`src/rtl/csa_pkg.sv`:
```
// Shared helpers for the carry-save adder tree: ceil-log2 and Wallace depth.
package csa_pkg;

   function automatic int clog2(input int n);
      int r;
      int v;
      r = 0;
      v = n - 1;
      while (v > 0) begin
         r++;
         v = v >> 1;
      end
      return r;
   endfunction

   // Rows left after one level of 3:2 counters: each full group of three becomes two.
   function automatic int next_rows(input int n);
      return 2 * (n / 3) + (n % 3);
   endfunction

   function automatic int rows_at(input int n, input int lvl);
      int r;
      r = n;
      for (int i = 0; i < lvl; i++) begin
         r = next_rows(r);
      end
      return r;
   endfunction

   function automatic int wallace_levels(input int n);
      int r;
      int lv;
      r = n;
      lv = 0;
      while (r > 2) begin
         r = next_rows(r);
         lv++;
      end
      return lv;
   endfunction

endpackage

```
`src/rtl/csa_3to2.sv`:
```
// One row of full adders: reduces three addends to a sum word and a carry word.
module csa_3to2 #(
   parameter int WIDTH = 8
) (
   input  logic [WIDTH-1:0] a,
   input  logic [WIDTH-1:0] b,
   input  logic [WIDTH-1:0] c,
   output logic [WIDTH-1:0] sum,
   output logic [WIDTH-1:0] carry
);

   assign sum = a ^ b ^ c;

   // Carry is pre-shifted; the bit pushed out of the top is never needed because the
   // final sum always fits in WIDTH bits.
   assign carry = {(a[WIDTH-2:0] & b[WIDTH-2:0]) |
                   (a[WIDTH-2:0] & c[WIDTH-2:0]) |
                   (b[WIDTH-2:0] & c[WIDTH-2:0]), 1'b0};

endmodule

```
`src/rtl/csa_tree_pipe.sv`:
```
// Three-stage multi-operand adder: extend, Wallace 3:2 reduction, carry-propagate add,
// with a global stall driven by the output handshake.
module csa_tree_pipe
   import csa_pkg::*;
#(
   parameter  int IN_N = 8,
   parameter  int W    = 32,
   localparam int OW   = W + clog2(IN_N)
) (
   input  logic              clk,
   input  logic              rst_n,
   input  logic              in_valid,
   output logic              in_ready,
   input  logic [IN_N*W-1:0] in_vec_flat,
   input  logic              in_signed,
   output logic              out_valid,
   input  logic              out_ready,
   output logic [OW-1:0]     out_sum,
   output logic              busy
);

   localparam int LV = wallace_levels(IN_N);
   localparam int EW = OW - W;

   logic          advance;
   logic          s1_valid_reg;
   logic          s2_valid_reg;
   logic          s3_valid_reg;
   logic [OW-1:0] ext [IN_N];
   logic [OW-1:0] s1_op_reg [IN_N];
   logic [OW-1:0] s2_sum_reg;
   logic [OW-1:0] s2_carry_reg;
   logic [OW-1:0] s3_sum_reg;

   assign advance   = !s3_valid_reg || out_ready;
   assign in_ready  = advance;
   assign out_valid = s3_valid_reg;
   assign out_sum   = s3_sum_reg;
   assign busy      = s1_valid_reg | s2_valid_reg | s3_valid_reg;

   for (genvar gi = 0; gi < IN_N; gi++) begin : g_ext
      logic [W-1:0] op;
      assign op      = in_vec_flat[gi*W +: W];
      assign ext[gi] = {{EW{in_signed & op[W-1]}}, op};
   end

   // Each level keeps its own row arrays so no single signal feeds back on itself.
   for (genvar gi = 0; gi < LV; gi++) begin : g_lvl
      localparam int N_CUR = rows_at(IN_N, gi);
      localparam int N_GRP = N_CUR / 3;
      localparam int N_REM = N_CUR % 3;
      localparam int N_NXT = 2 * N_GRP + N_REM;

      logic [OW-1:0] row_in  [IN_N];
      logic [OW-1:0] row_out [IN_N];

      if (gi == 0) begin : g_first
         assign row_in = s1_op_reg;
      end else begin : g_rest
         assign row_in = g_lvl[gi-1].row_out;
      end

      for (genvar gj = 0; gj < N_GRP; gj++) begin : g_csa
         csa_3to2 #(.WIDTH(OW)) u_csa (
            .a     (row_in[3*gj]),
            .b     (row_in[3*gj+1]),
            .c     (row_in[3*gj+2]),
            .sum   (row_out[2*gj]),
            .carry (row_out[2*gj+1])
         );
      end

      for (genvar gk = 0; gk < N_REM; gk++) begin : g_pass
         assign row_out[2*N_GRP+gk] = row_in[3*N_GRP+gk];
      end

      for (genvar gz = N_NXT; gz < IN_N; gz++) begin : g_zero
         assign row_out[gz] = '0;
      end
   end

   always_ff @(posedge clk or negedge rst_n) begin
      if (!rst_n) begin
         s1_valid_reg <= 1'b0;
         s2_valid_reg <= 1'b0;
         s3_valid_reg <= 1'b0;
         s3_sum_reg   <= '0;
      end else if (advance) begin
         s1_valid_reg <= in_valid;
         s2_valid_reg <= s1_valid_reg;
         s3_valid_reg <= s2_valid_reg;
         s3_sum_reg   <= s2_sum_reg + s2_carry_reg;
      end
   end

   // Payload registers carry no reset; they are only meaningful alongside their valid bit.
   always_ff @(posedge clk) begin
      if (advance) begin
         s1_op_reg    <= ext;
         s2_sum_reg   <= g_lvl[LV-1].row_out[0];
         s2_carry_reg <= g_lvl[LV-1].row_out[1];
      end
   end

endmodule

```
`config.mk`:
```
export PLATFORM = sky130hd
export DESIGN_NAME = csa_tree_pipe
export DESIGN_NICKNAME = d
export VERILOG_FILES = /design/src/rtl/csa_pkg.sv /design/src/rtl/csa_3to2.sv /design/src/rtl/csa_tree_pipe.sv
export SDC_FILE = /design/constraint.sdc
export NUM_CORES = 1
export LEC_CHECK = 0
export ABC_AREA = 1
export ABC_CLOCK_PERIOD_IN_PS = 5450
export BUFFER_PORTS_ARGS = -buffer_cell sky130_fd_sc_hd__buf_2
export CELL_PAD_IN_SITES_DETAIL_PLACEMENT = 0
export CELL_PAD_IN_SITES_GLOBAL_PLACEMENT = 2
export CORE_ASPECT_RATIO = 0.75
export CORE_MARGIN = 5
export CORE_UTILIZATION = 40
export CTS_BUF_LIST = sky130_fd_sc_hd__clkbuf_4
export CTS_CLUSTER_DIAMETER = 50
export CTS_CLUSTER_SIZE = 25
export DETAILED_ROUTE_END_ITERATION = 8
export GPL_ROUTABILITY_DRIVEN = 0
export MAX_ROUTING_LAYER = met4
export PLACE_DENSITY = 0.9
export SYNTH_ARGS = -nofsm -noshare
export SYNTH_HDL_FRONTEND = slang
export SYNTH_SLANG_ARGS = --single-unit
```
`constraint.sdc`:
```
create_clock -name clk -period 5.45 [get_ports clk]
set_input_delay 0.2725 -clock clk [delete_from_list [all_inputs] [get_ports clk]]
set_output_delay 0.2725 -clock clk [all_outputs]
set_load 0.02 [all_outputs]
```
==> metrics.yaml, run 1 <==
wl_per_cell_um: 15.29
busiest_layer: "met2"
overflow: 0
r2r-start: "out_valid"
endpoint_kind: "output pin"
p_sw_mw: 5.888
hold_buffers: 259
swShare: 0.4345
place_inst: 2422
clockRootBuffer: "clkbuf_4"
synth_area_mm2: 0.01894
final_common_cell: "inv_1"
maxCapViolations: 0
clkPwrFrac: 0.126
groute.usage.overall: 0.1725
grt.met2_usage: 0.2821
hold_start: "out_ready"
syn_avg_cell_area_um2: 12.71
yosysWarningCount: 0
pre_cts_slack_ps: 2523
yosysSeqAreaShare: 0.5766
antenna_found_initial: 2
ir_drop_mv: 0.2942
layout-drive-gt1-share: 0.1824
final_cell_mix: "inv_1, edfxtp_1, nand2_1"
use_met3: 0.02602
multi_input_area_mm2: 0.006477
dr.first_iter.drc_count: 523
max_freq_mhz: 324.3
drcViolationCount: 0
post_cts_buffers: 0
clock_path_buffers: 3
outcome: "finished, final reports clean"
post-route-period-util: 0.5657
layout_setup_ws_ps: 2367
clkSlewWorstSetupHoldPaths_ps: 160
rows: 69
combPwrFrac: 0.524
grt_first_pass_wirelength_um: 68020
power_frac_seq: 0.350
die_w_um: 261.3
htree_levels: 2
crit_start: "out_valid"
cts_tree: "built"
coreArea_mm2: 0.04714
worst_ep_arrival_time_ps: 2810
worst_setup_path_start_kind: "flip-flop"
synth_cell_type_count: 26
nFillCells: 4026
grt_max_degree: 150
die_area_mm2: 0.05185
antenna_left: 0
syn_nets: 1985
finalMaxSlewViolations: 0
finalNetCount: 2577
worstSetupPathType: "reg -> out"
rsz0062_at_grt: "no"
max_slew_margin: 0.3206
synth.ff_latch_count: 370
largest_reg_flops: 264
post_dp_cell_area_mm2: 0.02125
place_hpwl_um: 28670
critPathMaxFanout: 138
final_cells: 2753
synthTopCellsByArea: "edfxtp_1, fa_1, inv_1"
io_buffers: 298
clkLatencyLatePin_ps: 790
setup_tns_ps: 0
fin_area_mm2: 0.02453
setup_violations: 0
dr.pass1.iters: 7
use_met1: 0.2291
hold_class: "in -> reg"
powerDensity_mw_per_mm2: 552.4
hold_violations: 0
route.vias.total: 11820
utilization: 0.5204
synth_area_leader_cell: "edfxtp_1"
fin_skew_ps: 56.74
clock_sinks: 370
layout.area.seq_mm2: 0.01092
tightestPinTransition_ps: 1019
drt-total-wl_um: 42080
p_leak_nw: 11.43
cts_resized: 0
io-pin-count: 299
period_minus_slack_ps: 3083
initial_core_util: 0.4018
area_growth_pct: 29.51
postSynthCellCount: 1490
required_ps: 5180
internal_power_mw: 7.663
yosysTopAreaCellShare: 0.5264
numCtsBuffers: 38
drt-vias-per-instance: 4.292
grt_pass1_vias: 13190
die_h_um: 198.5
==> synth_stat cells (all sizes together) <==
| master | n |
|---|---|
| ha | 35 |
| buf | 1 |
| o21ai | 17 |
| nor3 | 4 |
| edfxtp | 332 |
| dfrtp | 38 |
| inv | 404 |
| nand3 | 43 |
| nand4 | 2 |
| o21bai | 3 |
| fa | 199 |
| nand2 | 313 |
| a21oi | 24 |
| xnor2 | 13 |
| a21o | 1 |
| or2 | 1 |
| and2 | 1 |
| nor2 | 45 |
| clkbuf | 7 |
| nand3b | 4 |
| xor2 | 3 |
==> cells by family (layout without fill, tap and decap cells) <==
| family | Yosys count | in the layout | share of synthesized area |
|---|---|---|---|
| xor gates and xnor gates | 16 | 16 | 0.007399 |
| other | 0 | 3 | 0 |
| and+or+nand+nor | 413 | 413 | 0.08812 |
| buffers and inverters | 412 | 1033 | 0.08185 |
| DFF | 370 | 370 | 0.5766 |
| adders and majority gates | 234 | 234 | 0.2335 |
| AOI/OAI and AO/OA | 45 | 45 | 0.01262 |
==> path summary, 6_finish.rpt <==
kind                                  endpoint  slack (ps)  depth (start not counted)
max reg2reg                g_lvl[0].row_in[84]        2530                          5
min in group asynchronous         s2_valid_reg         190                          2
max                                   in_ready        2370                          5
min reg2reg                         out_sum[0]         470                          2
max in group asynchronous          out_sum[28]        4580                          2
min                                 out_sum[0]         140                          5
==> through the flow <==
step	total power [mW]	hold WS, ps
6_report	13.55	140.3
3_3_place_gp	11.70	438.3
4_1_cts	13.83	21.26
5_1_grt	15.19	71.25
3_5_place_dp	11.92	428.0
2_1_floorplan	9.701	-23.09
==> layer usage <==
| metal | part of all wire | up-vias |
|---|---|---|
| met1 | 0.44 | 5727 |
| met3 | 0.044 | 63 |
| met2 | 0.50 | 243 |
| li1 | - | 5784 |
| met4 | 0.022 | 0 |
| met5 | 0 | - |
==> worst max-delay path, cell delays in order, from the launching register on <==
cell,delay (ps)
dfrtp_1,410
inv_1,110
nor2_4,30
buf_4,290
inv_8,670
buf_2,320
==> power groups by stage <==
stage	clock network [mW]	registers [mW]	logic [mW]
final	1.71	4.74	7.10
after global routing	1.91	4.84	8.45
after CTS	1.78	4.76	7.29
after detailed placement	0	4.82	7.10
after global placement	0	4.80	6.90
after floorplan	0	4.95	4.75
==> final cells by class <==
cell class,count,area share
inverter,404,0.06213
tap,639,0.03259
timing repair buffer,560,0.1679
multi-input combinational,708,0.2641
clock inverter,30,0.01586
antenna,3,0.0003060
clock buffer,39,0.01194
sequential,370,0.4452
Note: power is estimated with default switching activity, not from simulation.
==> inputs of run 2 (changes only) <==
- ABC_CLOCK_PERIOD_IN_PS: 5450 -> 2600
- CORE_UTILIZATION: 40 -> 36
- PLACE_DENSITY: 0.9 -> 0.86
- clock period: 5.45 -> 2.6 ns (I/O delays scaled with it)
==> metrics.yaml, run 2 (same netlist as run 1, synthesis figures left out) <==
nFillCells: 4274  # +6.2%
post_cts_buffers: 0  # unchanged
groute.usage.overall: 0.1787  # +0.006181
finalNetCount: 2823  # +9.5%
outcome: "complete, but fails checks"
clock_path_buffers: 3  # unchanged
hold_ws_ps: 87.38  # -52.87 ps
powerDensity_mw_per_mm2: 1089  # +97%
die_w_um: 274.9  # +5.2%
area_growth_pct: 43.45
route.vias.total: 13070  # +11%
die_area_mm2: 0.05735  # +11%
grt_max_degree: 79  # -47%
post-route-period-util: 1.091
violations: "setup timing"
die_h_um: 208.6  # +5.1%
htree_levels: 2  # unchanged
layout-drive-gt1-share: 0.1964  # +0.01406
hold_violations: 0  # unchanged
worstSetupPathType: "reg -> reg"
overflow: 0  # unchanged
required_ps: 3130  # -2050 ps
fin_area_mm2: 0.02717  # +11%
cts_tree: "built"
dr.pass1.iters: 6  # -1
setup_violations: 65  # +65
critPathMaxStageDelay_ps: 610  # -60 ps
rows: 72  # +4.3%
clock_sinks: 370  # unchanged
dr.first_iter.drc_count: 626  # +20%
path_buf_inv: 2  # -2
tightestPinTransition_ps: 959.6  # -59.48 ps
post_dp_cell_area_mm2: 0.02143  # +0.84%
coreArea_mm2: 0.05180  # +9.9%
cpMaxStageDelayCell: "fa_1"
antenna_left: 0  # unchanged
io_buffers: 298  # unchanged
path_delay_family: "adder cells"
final_common_cell: "dlygate4sd3_1"
pre_cts_slack_ps: -234.4  # -2758 ps
layout_setup_ws_ps: -235.3  # -2602 ps
initial_core_util: 0.3657  # -0.03616
max_slew_margin: 0.3603  # +0.03966
critPathMaxFanout: 2  # -99%
drt-total-wl_um: 49010  # +16%
antenna_found_initial: 6  # +4
rsz0062_at_grt: "yes"
max_freq_mhz: 352.7
finalMaxSlewViolations: 0  # unchanged
clkLatencyLatePin_ps: 790  # about the same
numCtsBuffers: 38  # unchanged
drcViolationCount: 0  # unchanged
place_hpwl_um: 30650  # +6.9%
power_frac_seq: 0.337  # -0.013
grt_pass1_vias: 14810  # +12%
final_cell_mix: "dlygate4sd3_1, inv_1, edfxtp_1"
clockRootBuffer: "clkbuf_4"
grt_first_pass_wirelength_um: 77910  # +15%
combPwrFrac: 0.542  # +0.018
wl_per_cell_um: 15.97  # +4.5%
maxCapViolations: 0  # unchanged
cp_cell_sequence: "fa_1, inv_1, fa_1, inv_1, fa_2, fa_2"
drt-vias-per-instance: 4.261  # -0.74%
hold_class: "in -> reg"
io-pin-count: 299  # unchanged
worst_setup_path_start_kind: "flip-flop"
p_leak_nw: 12.40  # +8.5%
fin_skew_ps: 61.06  # +4.325 ps
clkPwrFrac: 0.121  # -0.005
period_minus_slack_ps: 2835
p_sw_mw: 12.84  # +120%
ir_drop_mv: 0.4786  # +63%
largest_reg_flops: 264  # unchanged
internal_power_mw: 16.76  # +120%
clkSlewWorstSetupHoldPaths_ps: 180  # +20 ps
endpoint_kind: "flip-flop"
worst_ep_arrival_time_ps: 3360  # +550 ps
swShare: 0.4338  # -0.0007189
-- run 2: path summary, 6_finish.rpt --
check | to | depth (start not counted) | from | slack [ps]
hold / removal | g_lvl[0].row_in[1] | 2 | in_vec_flat[225] | 90
min in group asynchronous | out_sum[4] | 3 | rst_n | 590
setup / recovery | s2_sum_reg[33] | 6 | g_lvl[0].row_in[102] | -240
setup reg to reg | s2_sum_reg[33] | 6 | g_lvl[0].row_in[102] | -240
hold reg to reg | out_sum[0] | 2 | s2_sum_reg[0] | 470
max in group asynchronous | out_sum[30] | 4 | rst_n | 810
-- run 2: final cells by class --
cell class	count	area, µm²	area share
inverters	404	1524	0.05609
clock buffers	42	315.3	0.01160
repair buffers	806	6599	0.2429
clock inverters	27	331.6	0.01220
multi-input cells	708	6580	0.2422
well taps	703	879.6	0.03237
flip-flops and latches	370	10920	0.4019
diodes	8	20.02	0.0007368
-- run 2: through the flow --
stage	total power, mW	std cells	TNS, ps	util
global route	32.92	3067	-11630	0.5245
floorplan	20.29	1490	-1798	-
finish	29.60	3068	-6093	0.5245
detailed placement	25.09	2494	-7172	0.4136
CTS	29.68	3060	-5903	0.5240
global placement	24.68	2494	-5293	0.4136
-- run 2: routing by layer --
layer / GRT usage / routed length (µm)
met1: 0.2183 / 20350
met2: 0.3027 / 24880
met3: 0.02683 / 1973
met5: - / 0
met4: 0.06765 / 1803
-- run 2: power groups by stage --
stage,Combinational (mW),Clock [mW],Sequential (mW)
floorplan,9.97,0,10.3
global placement,14.6,0,10.1
detailed placement,15.0,0,10.1
CTS,16.0,3.73,9.98
global route,18.8,3.98,10.2
finish,16.0,3.58,9.98
-- run 2: timing repair --
action	in CTS	in global routing
pin swaps	33	48
hold buffers	497	0
hold endpoints to repair	368	0
setup endpoints to repair	67	67
gates resized for setup	45	26
==> inputs of run 3 (changes only) <==
- ABC_CLOCK_PERIOD_IN_PS: 2600 -> 3600
- CORE_UTILIZATION: 36 -> 40
- PLACE_DENSITY: 0.86 -> 0.9
- clock period: 2.6 -> 3.6 ns (I/O delays scaled with it)
==> metrics.yaml, run 3 (same netlist as run 1, synthesis figures left out) <==
fin_skew_ps: 55.08  # -5.982 ps
final_cell_mix: "inv_1, dlygate4sd3_1, edfxtp_1"
maxCapViolations: 0  # unchanged
ir_drop_mv: 0.3275  # -32%
final_cells: 2851  # -7.1%
clockRootBuffer: "clkbuf_4"
worst_ep_arrival_time_ps: 3450  # +90 ps
hold_ws_ps: 92.12  # +4.744 ps
drt-vias-per-instance: 4.301  # +0.95%
area_growth_pct: 34.57
largest_reg_flops: 264  # unchanged
pre_cts_slack_ps: 694.5  # +928.9 ps
required_ps: 4130  # +1000 ps
layout-drive-gt1-share: 0.1774  # -0.01906
grt_pass1_vias: 13750  # -7.1%
dr.first_iter.drc_count: 605  # -3.4%
die_w_um: 261.3  # -4.9%
io-pin-count: 299  # unchanged
rsz0062_at_grt: "no"
wl_per_cell_um: 15.89  # -0.53%
endpoint_kind: "flip-flop"
hold_path_depth: 2  # unchanged
final_common_cell: "inv_1"
drcViolationCount: 0  # unchanged
clkSlewWorstSetupHoldPaths_ps: 190  # about the same
critPathMaxFanout: 2  # unchanged
r2r_cells: 6  # unchanged
setup_violations: 0  # -100%
post-route-period-util: 0.8112  # -0.2793
grt_max_degree: 99  # +25%
hold_end: "g_lvl[0].row_in[274]"
layout_setup_ws_ps: 679.5  # +914.8 ps
route.vias.total: 12260  # -6.2%
place_hpwl_um: 29550  # -3.6%
total_power_mw: 20.70  # -30%
powerDensity_mw_per_mm2: 811.9  # -25%
p_leak_nw: 11.83  # -4.6%
layout.area.seq_mm2: 0.01092  # unchanged
cpMaxStageDelayCell: "fa_1"
antenna_found_initial: 2  # -4
cp_cell_sequence: "fa_1, inv_1, fa_1, inv_1, fa_1, fa_1"
clock_sinks: 370  # unchanged
outcome: "finished, final reports clean"
initial_core_util: 0.4018  # +0.03616
place_inst: 2428  # -2.6%
setup_tns_ps: 0  # +6093 ps
critPathMostFrequentCell: "fa_1"
worst_setup_path_start_kind: "flip-flop"
hold_class: "in -> reg"
io_buffers: 298  # unchanged
cts_resized: 0  # -100%
finalNetCount: 2675  # -5.2%
tightestPinTransition_ps: 1003  # +43.72 ps
rrSetupSlack_ps: 680  # +910 ps
nFillCells: 3961  # -7.3%
drt-total-wl_um: 45300  # -7.6%
clkLatencyLatePin_ps: 780  # about the same
clock_path_buffers: 3  # unchanged
coreArea_mm2: 0.04714  # -9.0%
finalMaxSlewViolations: 0  # unchanged
grt_first_pass_wirelength_um: 72150  # -7.4%
die_h_um: 198.5  # -4.9%
multi_input_area_mm2: 0.006477  # -1.6%
dr.pass1.iters: 5  # -1
max_slew_margin: 0.3311  # -0.02915
worstSetupPathType: "reg -> reg"
r2r_end: "s2_sum_reg[33]"
die_area_mm2: 0.05185  # -9.6%
numCtsBuffers: 38  # unchanged
overflow: 0  # unchanged
rows: 69  # -4.2%
groute.usage.overall: 0.1847  # +0.006014
max_freq_mhz: 342.4  # -2.9%
cts_tree: "built"
hold_violations: 0  # unchanged
antenna_left: 0  # unchanged
htree_levels: 2  # unchanged
period_minus_slack_ps: 2920  # +85.17 ps
critPathMaxStageDelay_ps: 600  # about the same
r2r-start: "g_lvl[0].row_in[102]"
hold_start: "in_vec_flat[29]"
==> run 3: worst max-delay path by stage <==
stage,start,slack [ps],cells past startpoint,to
finish,g_lvl[0].row_in[102],680,6,s2_sum_reg[33]
global route,g_lvl[0].row_in[102],550,6,s2_sum_reg[33]
CTS,g_lvl[0].row_in[102],660,6,s2_sum_reg[33]
detailed placement,g_lvl[0].row_in[102],690,6,s2_sum_reg[33]
global placement,g_lvl[0].row_in[102],750,6,s2_sum_reg[33]
floorplan,out_valid,90,4,g_lvl[0].row_in[0]
==> run 3: final cells by class <==
type,count,area share
Timing Repair Buffer,658,0.2000
Clock inverter,26,0.01316
Inverter,404,0.05979
Sequential cell,370,0.4284
Tap cell,639,0.03137
Multi-Input combinational cell,708,0.2541
Clock buffer,44,0.01296
Antenna cell,2,0.0001963
==> run 3: critical path: cells and delay by family (launching register included) <==
| kind | cells | cell delay [ps] |
|---|---|---|
| buffers and inverters | 2 | 150 |
| adders and majority gates | 4 | 2080 |
| DFF | 1 | 450 |
==> run 3: repair_timing <==
action,CTS,global route
hold buffers,351,0
setup buffers,0,0
hold endpoints to repair,312,0
==> run 3: report_power, final <==
group	internal, mW	total, mW	switching [mW]
combinational	4.19	10.9	6.69
sequential	6.69	7.20	0.502
clock	0.894	2.62	1.73
total	11.8	20.7	8.91
==> run 3: through the flow <==
step,area (µm²),util
detailed placement,21310,0.4520
global placement,21310,0.4520
floorplan,18940,-
global route,25490,0.5407
finish,25490,0.5407
CTS,25480,0.5406
==> run 3: routing by layer <==
layer | routed length, µm | part of all wire | up-vias | track usage
li1 | - | - | 5969 | -
met1 | 19360 | 0.43 | 5978 | 0.2323
met2 | 23220 | 0.51 | 251 | 0.3175
met3 | 1863 | 0.041 | 65 | 0.02970
met4 | 857 | 0.019 | 0 | 0.04611
met5 | 0 | 0 | - | -
